$ cat src/rtl/ucie_ctl_rx_pkg.sv
// Shared encodings for the RX buffer controller: RDI status codes and
// controller states.
package ucie_ctl_rx_pkg;

  localparam logic [3:0] ST_RESET     = 4'b0000;
  localparam logic [3:0] ST_ACTIVE    = 4'b0001;
  localparam logic [3:0] ST_LINKRESET = 4'b1001;
  localparam logic [3:0] ST_LINKERROR = 4'b1010;
  localparam logic [3:0] ST_RETRAIN   = 4'b1011;
  localparam logic [3:0] ST_DISABLED  = 4'b1100;

  typedef enum logic [2:0] {
    CTL_IDLE   = 3'd0,
    CTL_ARM    = 3'd1,
    CTL_ACTIVE = 3'd2,
    CTL_DRAIN  = 3'd3,
    CTL_HOLD   = 3'd4,
    CTL_ERROR  = 3'd5
  } ctl_state_e;

  // Status codes outside this set (L1, L2, ...) are ignored except in ACTIVE.
  function automatic logic is_listed(input logic [3:0] sts);
    return sts inside {ST_RESET, ST_ACTIVE, ST_LINKRESET, ST_LINKERROR,
                       ST_RETRAIN, ST_DISABLED};
  endfunction

endpackage

$ cat src/rtl/ucie_ctl_rx_occ_tracker.sv
// Saturating up/down shadow count of flits held in the RX buffer.
module ucie_ctl_rx_occ_tracker #(
  parameter int DEPTH = 4
) (
  input  logic                   clk,
  input  logic                   rst_n,
  input  logic                   clr,
  input  logic                   push,
  input  logic                   pop,
  output logic [$clog2(DEPTH):0] occ
);
  localparam int OCC_W = $clog2(DEPTH) + 1;

  logic push_ok;
  logic pop_ok;

  assign push_ok = push && (occ < OCC_W'(DEPTH));
  assign pop_ok  = pop && (occ != '0);

  always_ff @(posedge clk or negedge rst_n) begin
    if (!rst_n) begin
      occ <= '0;
    end else if (clr) begin
      occ <= '0;
    end else if (push_ok && !pop_ok) begin
      occ <= occ + 1'b1;
    end else if (pop_ok && !push_ok) begin
      occ <= occ - 1'b1;
    end
  end

endmodule

$ cat src/rtl/ucie_ctl_rx_buffer_ctrl.sv
// RX flit buffer sequencing controller (enable, shadow occupancy, drain, error).
// Optional statistics counters are built when UCIE_CTL_RX_BUF_STATS_EN is defined.
module ucie_ctl_rx_buffer_ctrl
  import ucie_ctl_rx_pkg::*;
#(
  parameter int DEPTH         = 4,
  parameter int EN_DLY        = 2,
  parameter int DRAIN_TIMEOUT = 16
) (
  input  logic                   i_clk,
  input  logic                   i_rst,
  input  logic [3:0]             i_pl_state_sts,
  input  logic                   i_rdi_pl_valid,
  input  logic                   i_fdi_data_valid,
  input  logic                   i_overflow_detected,
  output logic                   o_buffer_en,
  output logic [$clog2(DEPTH):0] o_occupancy,
  output logic                   o_drain_done,
  output logic                   o_lp_linkerror,
  output logic [2:0]             o_fsm_state,
  output logic [15:0]            o_rx_flit_cnt,
  output logic [7:0]             o_ovf_evt_cnt
);
  localparam int OCC_W = $clog2(DEPTH) + 1;
  localparam int ARM_W = $clog2(EN_DLY + 1);
  localparam int TMR_W = $clog2(DRAIN_TIMEOUT + 1);

  ctl_state_e       state;
  ctl_state_e       state_next;
  logic [ARM_W-1:0] arm_cnt;
  logic [TMR_W-1:0] drain_tmr;
  logic             occ_clr;

  always_comb begin
    state_next = state;
    case (state)
      CTL_IDLE:
        if (i_pl_state_sts == ST_ACTIVE) state_next = CTL_ARM;
      CTL_ARM:
        if (i_pl_state_sts == ST_ACTIVE) begin
          if (arm_cnt == ARM_W'(EN_DLY - 1)) state_next = CTL_ACTIVE;
        end else if (is_listed(i_pl_state_sts)) begin
          state_next = CTL_IDLE;
        end
      CTL_ACTIVE:
        case (i_pl_state_sts)
          ST_ACTIVE:             state_next = CTL_ACTIVE;
          ST_RESET, ST_DISABLED: state_next = CTL_IDLE;
          ST_LINKERROR:          state_next = CTL_ERROR;
          default:               state_next = CTL_DRAIN;
        endcase
      CTL_DRAIN:
        // New flits arriving while draining mean the PHY side ignored the exit.
        if (i_rdi_pl_valid) state_next = CTL_ERROR;
        else if (o_occupancy == '0) state_next = CTL_HOLD;
        else if (drain_tmr == TMR_W'(DRAIN_TIMEOUT - 1)) state_next = CTL_ERROR;
      CTL_HOLD:
        if (i_pl_state_sts == ST_ACTIVE) state_next = CTL_ARM;
        else if (i_pl_state_sts == ST_RESET || i_pl_state_sts == ST_DISABLED)
          state_next = CTL_IDLE;
      CTL_ERROR:
        if (i_pl_state_sts == ST_RESET) state_next = CTL_IDLE;
      default:
        state_next = CTL_IDLE;
    endcase
    if (i_overflow_detected) state_next = CTL_ERROR;
  end

  assign occ_clr = (state_next == CTL_IDLE) && (state != CTL_IDLE);

  ucie_ctl_rx_occ_tracker #(.DEPTH(DEPTH)) u_occ (
    .clk   (i_clk),
    .rst_n (i_rst),
    .clr   (occ_clr),
    .push  (i_rdi_pl_valid & o_buffer_en),
    .pop   (i_fdi_data_valid),
    .occ   (o_occupancy)
  );

  // Outputs are registered from the state being entered.
  always_ff @(posedge i_clk or negedge i_rst) begin
    if (!i_rst) begin
      state          <= CTL_IDLE;
      arm_cnt        <= '0;
      drain_tmr      <= '0;
      o_buffer_en    <= 1'b0;
      o_drain_done   <= 1'b0;
      o_lp_linkerror <= 1'b0;
    end else begin
      state          <= state_next;
      o_buffer_en    <= (state_next == CTL_ACTIVE) || (state_next == CTL_DRAIN);
      o_drain_done   <= (state == CTL_DRAIN) && (state_next == CTL_HOLD);
      o_lp_linkerror <= (state_next == CTL_ERROR);
      if (state_next == CTL_ARM && state != CTL_ARM) arm_cnt <= '0;
      else if (state == CTL_ARM && i_pl_state_sts == ST_ACTIVE) arm_cnt <= arm_cnt + 1'b1;
      if (state_next == CTL_DRAIN && state != CTL_DRAIN) drain_tmr <= '0;
      else if (state == CTL_DRAIN) drain_tmr <= drain_tmr + 1'b1;
    end
  end

  assign o_fsm_state = state;

`ifdef UCIE_CTL_RX_BUF_STATS_EN
  logic flit_acc;
  logic err_entry;

  assign flit_acc  = i_rdi_pl_valid & o_buffer_en & (o_occupancy < OCC_W'(DEPTH));
  assign err_entry = (state_next == CTL_ERROR) && (state != CTL_ERROR);

  always_ff @(posedge i_clk or negedge i_rst) begin
    if (!i_rst) begin
      o_rx_flit_cnt <= '0;
      o_ovf_evt_cnt <= '0;
    end else begin
      if (flit_acc && o_rx_flit_cnt != 16'hFFFF) o_rx_flit_cnt <= o_rx_flit_cnt + 1'b1;
      if (err_entry && o_ovf_evt_cnt != 8'hFF) o_ovf_evt_cnt <= o_ovf_evt_cnt + 1'b1;
    end
  end
`else
  assign o_rx_flit_cnt = '0;
  assign o_ovf_evt_cnt = '0;
`endif

endmodule

$ cat config.mk
export PLATFORM = sky130hd
export DESIGN_NAME = ucie_ctl_rx_buffer_ctrl
export DESIGN_NICKNAME = d
export VERILOG_FILES = /design/src/rtl/ucie_ctl_rx_pkg.sv /design/src/rtl/ucie_ctl_rx_occ_tracker.sv /design/src/rtl/ucie_ctl_rx_buffer_ctrl.sv
export SDC_FILE = /design/constraint.sdc
export NUM_CORES = 1
export LEC_CHECK = 0
export ABC_AREA = 1
export CORE_UTILIZATION = 46
export DETAILED_ROUTE_END_ITERATION = 7
export PLACE_DENSITY = 0.79
export SYNTH_ARGS = -nofsm -noshare
export SYNTH_HDL_FRONTEND = slang
export SYNTH_HIERARCHICAL = 1
export SYNTH_SLANG_ARGS = --single-unit
$ cat constraint.sdc
create_clock -name i_clk -period 2.6 [get_ports i_clk]
set_clock_uncertainty 0.1 [all_clocks]
set_input_delay 0.39 -clock i_clk [delete_from_list [all_inputs] [get_ports i_clk]]
set_output_delay 0.39 -clock i_clk [all_outputs]
set_load 0.03 [all_outputs]
==> summary.md, run 1 <==
| Metric | Value |
|---|---|
| Pwr Density | 623 nW/um^2 |
| Fraction of the yosys area taken by sequential cells | 30.0% |
| Number of synthesized register bits | 16 |
| Wire length of the first global-routing pass | 3.93 mm |
| Max FO, Critical Path | 5 |
| Endpoint of the most critical register-to-register path | u_occ/occ[1] |
| Outcome | complete, no violations |
| Detailed-router iteration count before antenna repair | 3 |
| Max clock buf depth | 2 |
| Min Tclk post-route | 2.12 ns |
| Synth warn | 6 |
| Height of the die | 55.8 um |
| Mean instance size in the synthesized netlist | 7.36 um^2 |
| Area fraction in compound gates after synthesis | 3.85% |
| Combined global-route utilization of all metal layers | 15.6% |
| Final weighted congestion in routability-driven placement | 0.818 |
| Worst VDD drop | 0.373 mV |
| Arrival time worst endpoint | 2.18 ns |
| CTS tree | built |
| Placed cell count | 228 |
| Largest net degree at the start of global routing | 17 |
| CTS root buf | sky130_fd_sc_hd__clkbuf_4 |
| Final setup fails | 0 |
| Type of destination of the critical path | flip-flop |
| Met3 Usage GRT | 2.09% |
| Drc violations | 0 |
| Number of pins exceeding their max-slew limit in the final report | 0 |
| Core Footprint | 2760 um^2 |
| Global-route track usage on met2 | 27.0% |
| Xor-xnor portion of the synthesized cell area | 0% |
| Gr busiest metal | met2 |
| Detailed router's first-iteration violation count | 55 |
| Io pins | 42 |
| Worst setup path endpoint | u_occ/occ[0] |
| CTS Buf Count | 3 |
| Remaining antenna violation count after routing | 0 |
| Combinational family with the most area after synthesis | simple AND/OR/NAND/NOR gates |
| Syn Inst Count | 181 |
| Number of cells upsized or downsized after cts | 0 |
| Number of standard cells in the layout, taps in and fillers out | 231 |
| Vias in the first global route | 963 |
| Global-route congestion overflow total | 0 |
| Netlist cell types | 29 |
| Number of sinks driven by the clock tree | 16 |
| Fraction of the mapped netlist area in adder cells | 5.26% |
| Startpoint type of the worst setup path | primary input |
| Die footprint | 3120 um^2 |
| Vias per std cell | 4.56 |
| Cell Rows | 19 |
| Number of buffers inserted by hold repair at cts | 0 |
| Total of buffers placed on input and output ports | 17 |
| Leak | 0.000809 uW |
| Leading area contributor after synthesis | sky130_fd_sc_hd__dfrtp_1 |
| Routed via count | 1054 |
| Highest clock frequency the design can meet | 0.471 GHz |
| Top FF cell, synth | sky130_fd_sc_hd__dfrtp_1 |
| Transition time at the pin with the least slew margin | 0.680 ns |
| Number of synthesized flops with an enable pin | 0 |
| Initial antenna violation count | 0 |
| Critical path start-end classification | primary input to flip-flop |
| Count leader, synth | sky130_fd_sc_hd__nand2_1 |
| Proportion of netlist area held by the largest area contributor | 30.0% |
| Slew Limit Headroom | 54.5% |
| Async S/R FF share, synth | 100% |
| Chip width | 55.8 um |
| ANT cells | 0 |
| Synth-to-layout area growth | 10.3% |
| Fraction of final layout cells with drive strength greater than 1 | 16.0% |
| Depth of the worst register-to-register path | 13 |
| Fill cell total of the finished layout | 261 |
| Placed wire-length estimate | 1.85 mm |
| Syn Std Cell Area | 1330 um^2 |
| Final wirelength | 2.19 mm |
| TNS Setup | 0 ns |
| List of most frequent post-synthesis cells | sky130_fd_sc_hd__nand2_1, sky130_fd_sc_hd__inv_1, sky130_fd_sc_hd__buf_4 |
| Average wire length per cell after detail routing | 9.49 um |
| Clk_lat worst skew | 0.27 ns |
| Cells taking the most area after synthesis | sky130_fd_sc_hd__dfrtp_1, sky130_fd_sc_hd__buf_4, sky130_fd_sc_hd__nand2_1 |
| Met1 usage | 19.9% |
| Setup repair after global routing missed its margin | false |
| Final hold vios | 0 |
| Overall Power | 916 uW |
| Simple-gate portion of the synthesized area | 37.6% |
| Number of buffers inserted by post-CTS setup repair | 0 |
| Max-cap check violation count | 0 |
| Worst setup startpoint | i_pl_state_sts[3] |
| Final nets | 216 |
| Ratio of final minimum period to clock period | 81.6% |
| Worst R2R Start | drain_tmr[0] |
| Initial core utilization | 48.3% |
| Register-to-register setup slack | 0.58 ns |
| HP Class | flip-flop to flip-flop |
| Fraction of synthesized area in multiplexers | 0% |
| Clock transition at the register clock pins on the worst setup and hold paths after CTS | 0.08 ns |
| Number of levels the H-tree was split into | 1 |
| Worst path required time | 2.66 ns |
-- cell usage in the layout, fill, tap and decap left out, types with 4 or more instances in the layout --
cell type and n:
sky130_fd_sc_hd__dfrtp_1 16, sky130_fd_sc_hd__nand3_1 15, sky130_fd_sc_hd__inv_1 27, sky130_fd_sc_hd__nand3_2 5, sky130_fd_sc_hd__ha_1 4, sky130_fd_sc_hd__conb_1 24
sky130_fd_sc_hd__clkdlybuf4s50_1 17, sky130_fd_sc_hd__nand2_2 4, sky130_fd_sc_hd__nor2_1 17, sky130_fd_sc_hd__nor2_2 4, sky130_fd_sc_hd__nand2_1 38
-- how the worst min path moves through the flow --
| stage | slack [ns] | cells past startpoint | from | endpoint |
|---|---|---|---|---|
| after floorplan | -0.006 | 0 | i_rst | arm_cnt[0] |
| after global placement | 0.38 | 2 | drain_tmr[3] | drain_tmr[3] |
| after detailed placement | 0.39 | 2 | drain_tmr[3] | drain_tmr[3] |
| after CTS | 0.41 | 2 | drain_tmr[3] | drain_tmr[3] |
| after global routing | 0.42 | 2 | drain_tmr[3] | drain_tmr[3] |
| final | 0.40 | 2 | arm_cnt[1] | arm_cnt[1] |
-- through the flow --
| step | setup WS (ns) | utilization [%] | hold slack [ns] | instance area, um^2 |
|---|---|---|---|---|
| floorplan | 0.694 | - | -0.00559 | 1420 |
| global placement | 0.249 | 52.5 | 0.380 | 1450 |
| detailed placement | 0.199 | 52.5 | 0.393 | 1450 |
| CTS | 0.474 | 53.3 | 0.412 | 1470 |
| global route | 0.321 | 53.3 | 0.421 | 1470 |
| finish | 0.478 | 53.3 | 0.404 | 1470 |
-- cell type report --
cell class | instances | area, um^2 | share of cell area, %
inverter | 32 | 126 | 8.60
multi-input combinational | 132 | 712 | 48.4
timing repair buffer | 17 | 170 | 11.6
sequential | 16 | 400 | 27.2
tap | 31 | 38.8 | 2.64
clock buffer | 3 | 22.5 | 1.53
-- layer usage --
| layer | vias to the layer above | routed length [um] |
|---|---|---|
| li1 | 551 | - |
| met1 | 478 | 1010 |
| met2 | 20 | 1080 |
| met3 | 5 | 71 |
| met4 | 0 | 31 |
| met5 | - | 0 |
-- sequential cells by signal, indices dropped and copies added (netlist names) --
| signal | count |
|---|---|
| arm_cnt | 2 |
| drain_tmr | 5 |
| o_buffer_en | 1 |
| o_drain_done | 1 |
| o_fsm_state | 3 |
| o_lp_linkerror | 1 |
| u_occ/occ | 3 |
-- critical path, stage by stage --
cell and delay (ns):
sky130_fd_sc_hd__clkdlybuf4s50_1 0.49, sky130_fd_sc_hd__nor2_2 0.18, sky130_fd_sc_hd__nand3_1 0.18, sky130_fd_sc_hd__nand3_2 0.13
sky130_fd_sc_hd__nand2_2 0.07, sky130_fd_sc_hd__nor2_4 0.12, sky130_fd_sc_hd__nand3_4 0.11, sky130_fd_sc_hd__inv_2 0.08
sky130_fd_sc_hd__nand2_2 0.06, sky130_fd_sc_hd__nor3_2 0.14, sky130_fd_sc_hd__nor2_1 0.10, sky130_fd_sc_hd__nand2_1 0.06
sky130_fd_sc_hd__o21ai_0 0.07
-- cells by family after synthesis --
family,count (synthesis)
adders and majority gates,5
DFF,16
other,1
AOI/OAI and AO/OA,8
buffers and inverters,56
and+or+nand+nor,95
-- where the power goes --
group / switching [uW] / internal [uW]
clock: 66.1 / 53.6
combinational: 294 / 164
sequential: 46.6 / 291
Power figures use the tool's default switching activity.
==> inputs of run 2 (changes only) <==
- clock period: 2.6 -> 2.05 ns (I/O delays scaled with it)
==> run 2 against run 1 <==
Effect of this change:
- sequential power is 27% higher
- global-route usage is 0.41 points higher
- via count is 4.6% higher
- highest routed layer unchanged
- critical path type unchanged
- combinational power is 40% higher
- worst setup slack worse by 0.34 ns
- worst hold slack worse by 0.18 ns
- critical path depth stayed put
- sequential cell count stayed put
- final area is 9.4% higher
- utilization is 5.0 points higher
- critical endpoint is now u_occ/occ[1]
- clock power is 36% higher
- final cell count is 4.8% higher
==> summary.md, run 2 (synthesis gave the netlist of run 1 again) <==
| Metric | Value |
|---|---|
| Utilization of the core after routing | 58.3% (+5.0 points) |
| Arrival time worst endpoint | 1.99 ns (-0.19 ns) |
| Cell-by-cell listing of the critical path | clkdlybuf4s50_1 -> nor2_2 -> nand2_1 -> nand2_1 -> nand4_2 -> nor2_4 -> nand3_4 -> inv_2 -> nand2_4 -> nor3_4 -> inv_2 -> nand2_2 -> o22ai_1 |
| Worst path required time | 2.13 ns (-0.53 ns) |
| ANT cells | 0 (unchanged) |
| Vias per std cell | 4.55 (-0.20%) |
| Synth-to-layout area growth | 20.7% |
| Total of buffers placed on input and output ports | 17 (unchanged) |
| Max clock buf depth | 2 (unchanged) |
| Cell with the largest stage delay on the worst path | sky130_fd_sc_hd__clkdlybuf4s50_1 |
| Switching Power | 553 uW (+36%) |
| Number of pins exceeding their max-slew limit in the final report | 0 (unchanged) |
| Number of buffers and inverters on the critical path | 3 (+1) |
| CTS Buf Count | 3 (unchanged) |
| Clock transition at the register clock pins on the worst setup and hold paths after CTS | 0.09 ns (about the same) |
| Overall Power | 1230 uW (+34%) |
| Largest net degree at the start of global routing | 17 (unchanged) |
| Pwr Density | 766 nW/um^2 (+23%) |
| Drc violations | 0 (unchanged) |
| Core Footprint | 2760 um^2 (unchanged) |
| Detailed-router iteration count before antenna repair | 4 (+1) |
| Clk_lat worst skew | 0.29 ns (+0.02 ns) |
| Wire length of the first global-routing pass | 3.95 mm (+0.51%) |
| Number of sinks driven by the clock tree | 16 (unchanged) |
| Critical path start-end classification | primary input to flip-flop |
| Vias in the first global route | 995 (+3.3%) |
| Final nets | 227 (+5.1%) |
| Combinational share of power | 52.0% (+2.0 points) |
| Placed cell count | 237 (+3.9%) |
| Placed wire-length estimate | 1.89 mm (+2.2%) |
| Min Tclk post-route | 1.91 ns |
| Final setup fails | 0 (unchanged) |
| TNS Setup | 0 ns (unchanged) |
| Largest register FFs | 5 (unchanged) |
| Io pins | 42 (unchanged) |
| CTS root buf | sky130_fd_sc_hd__clkbuf_4 |
| Final hold vios | 0 (unchanged) |
| Worst VDD drop | 0.514 mV (+38%) |
| Chip width | 55.8 um (unchanged) |
| CTS tree | built |
| Startpoint type of the worst setup path | primary input |
| Most common cell after layout, fill and taps aside | sky130_fd_sc_hd__nand2_1 |
| Average wire length per cell after detail routing | 10.0 um (+5.3%) |
| Part of the power in registers | 34.8% (-2.1 points) |
| Worst setup startpoint | i_pl_state_sts[1] |
| Routed via count | 1102 (+4.6%) |
| Type of destination of the critical path | flip-flop |
| Number of levels the H-tree was split into | 1 (unchanged) |
| Highest clock frequency the design can meet | 0.522 GHz |
| Cell Rows | 19 (unchanged) |
| Leading cell types in the layout, fill and taps excluded | sky130_fd_sc_hd__nand2_1, sky130_fd_sc_hd__inv_1, sky130_fd_sc_hd__conb_1 |
| Final weighted congestion in routability-driven placement | 0.860 (+5.1%) |
| Outcome | complete, no violations |
| HP Class | primary input to async pin |
| Initial antenna violation count | 0 (unchanged) |
| Leak | 0.000890 uW (+10%) |
| Die footprint | 3120 um^2 (unchanged) |
| Register-to-register setup slack | 0.14 ns (-0.44 ns) |
| Initial core utilization | 48.3% (unchanged) |
| Largest delay contributor family on the critical path | simple AND/OR/NAND/NOR gates |
| Combined global-route utilization of all metal layers | 16.0% (+0.41 points) |
| Worst stage delay on the critical path | 0.46 ns (-0.03 ns) |
| Largest Register | drain_tmr |
| Setup repair after global routing missed its margin | true |
| Remaining antenna violation count after routing | 0 (unchanged) |
| Number of standard cells in the layout, taps in and fillers out | 242 (+4.8%) |
| Internal power contribution | 679 uW (+33%) |
| Global-route congestion overflow total | 0 (unchanged) |
| Detailed router's first-iteration violation count | 18 (-67%) |
| Worst R2R Start | drain_tmr[0] |
| Final wirelength | 2.42 mm (+10%) |
| Proportion of total power due to net switching | 44.9% (+0.51 points) |
| Max-cap check violation count | 0 (unchanged) |
| Ratio of final minimum period to clock period | 93.4% |
| Fill cell total of the finished layout | 263 (+0.77%) |
| Max FO, Critical Path | 3 (-2) |
| Height of the die | 55.8 um (unchanged) |
| Fraction of final layout cells with drive strength greater than 1 | 24.6% (+8.6 points) |
| Clock network fraction of design power | 13.2% (about the same) |
-- run 2: final cells by class --
class / count / area, um^2 / share of cell area, %
Sequential cell: 16 / 400 / 24.9
Tap cell: 31 / 38.8 / 2.41
Timing Repair Buffer: 28 / 273 / 17.0
Inverter: 32 / 126 / 7.86
Clock buffer: 3 / 22.5 / 1.40
Multi-Input combinational cell: 132 / 747 / 46.5
-- run 2: repair_timing --
item | 4_1_cts | 5_1_grt
endpoints found under the setup margin | 0 | 3
buffers inserted | 0 | 2
gates resized for setup | 0 | 16
hold buffers | 0 | 0
-- run 2: metrics by stage --
step / cell area (um^2) / hold slack, ns / worst slack, ns
2_1_floorplan: 1420 / -0.0881 / 0.144
3_3_place_gp: 1530 / 0.382 / -0.118
3_5_place_dp: 1530 / 0.391 / -0.183
4_1_cts: 1550 / 0.225 / 0.0397
5_1_grt: 1610 / 0.236 / -0.0429
6_report: 1610 / 0.224 / 0.135
-- run 2: power by group through the flow --
stage          combinational, uW  sequential [uW]  clock, uW
2_1_floorplan                372              509          0
3_3_place_gp                 594              434          0
3_5_place_dp                 605              434          0
4_1_cts                      608              428        170
5_1_grt                      709              437        180
6_report                     640              429        163
-- run 2: worst paths after layout --
| kind | end | cells past startpoint |
|---|---|---|
| worst max register to register | u_occ/occ[1] | 13 |
| worst max-delay path | u_occ/occ[1] | 13 |
| max in group asynchronous | o_fsm_state[2] | 2 |
| worst min-delay path | o_buffer_en | 2 |
| min in group i_clk | arm_cnt[1] | 2 |
| worst min register to register | arm_cnt[1] | 2 |
-- run 2: worst register-to-register path: cells and delay by family, from the launching register on --
family,cells,cell delay [ns]
simple gates,8,0.74
flops,1,0.40
fa+ha+maj,2,0.38
buf+inv,2,0.10
compound gates,1,0.08
-- run 2: layer usage --
| layer | up-vias | wire length, um | GRT usage (%) |
|---|---|---|---|
| met5 | - | 0 | 0 |
| met4 | 0 | 56 | 7.32 |
| met3 | 6 | 92 | 2.09 |
| met2 | 27 | 1200 | 28.4 |
| met1 | 496 | 1070 | 19.3 |
| li1 | 573 | - | - |
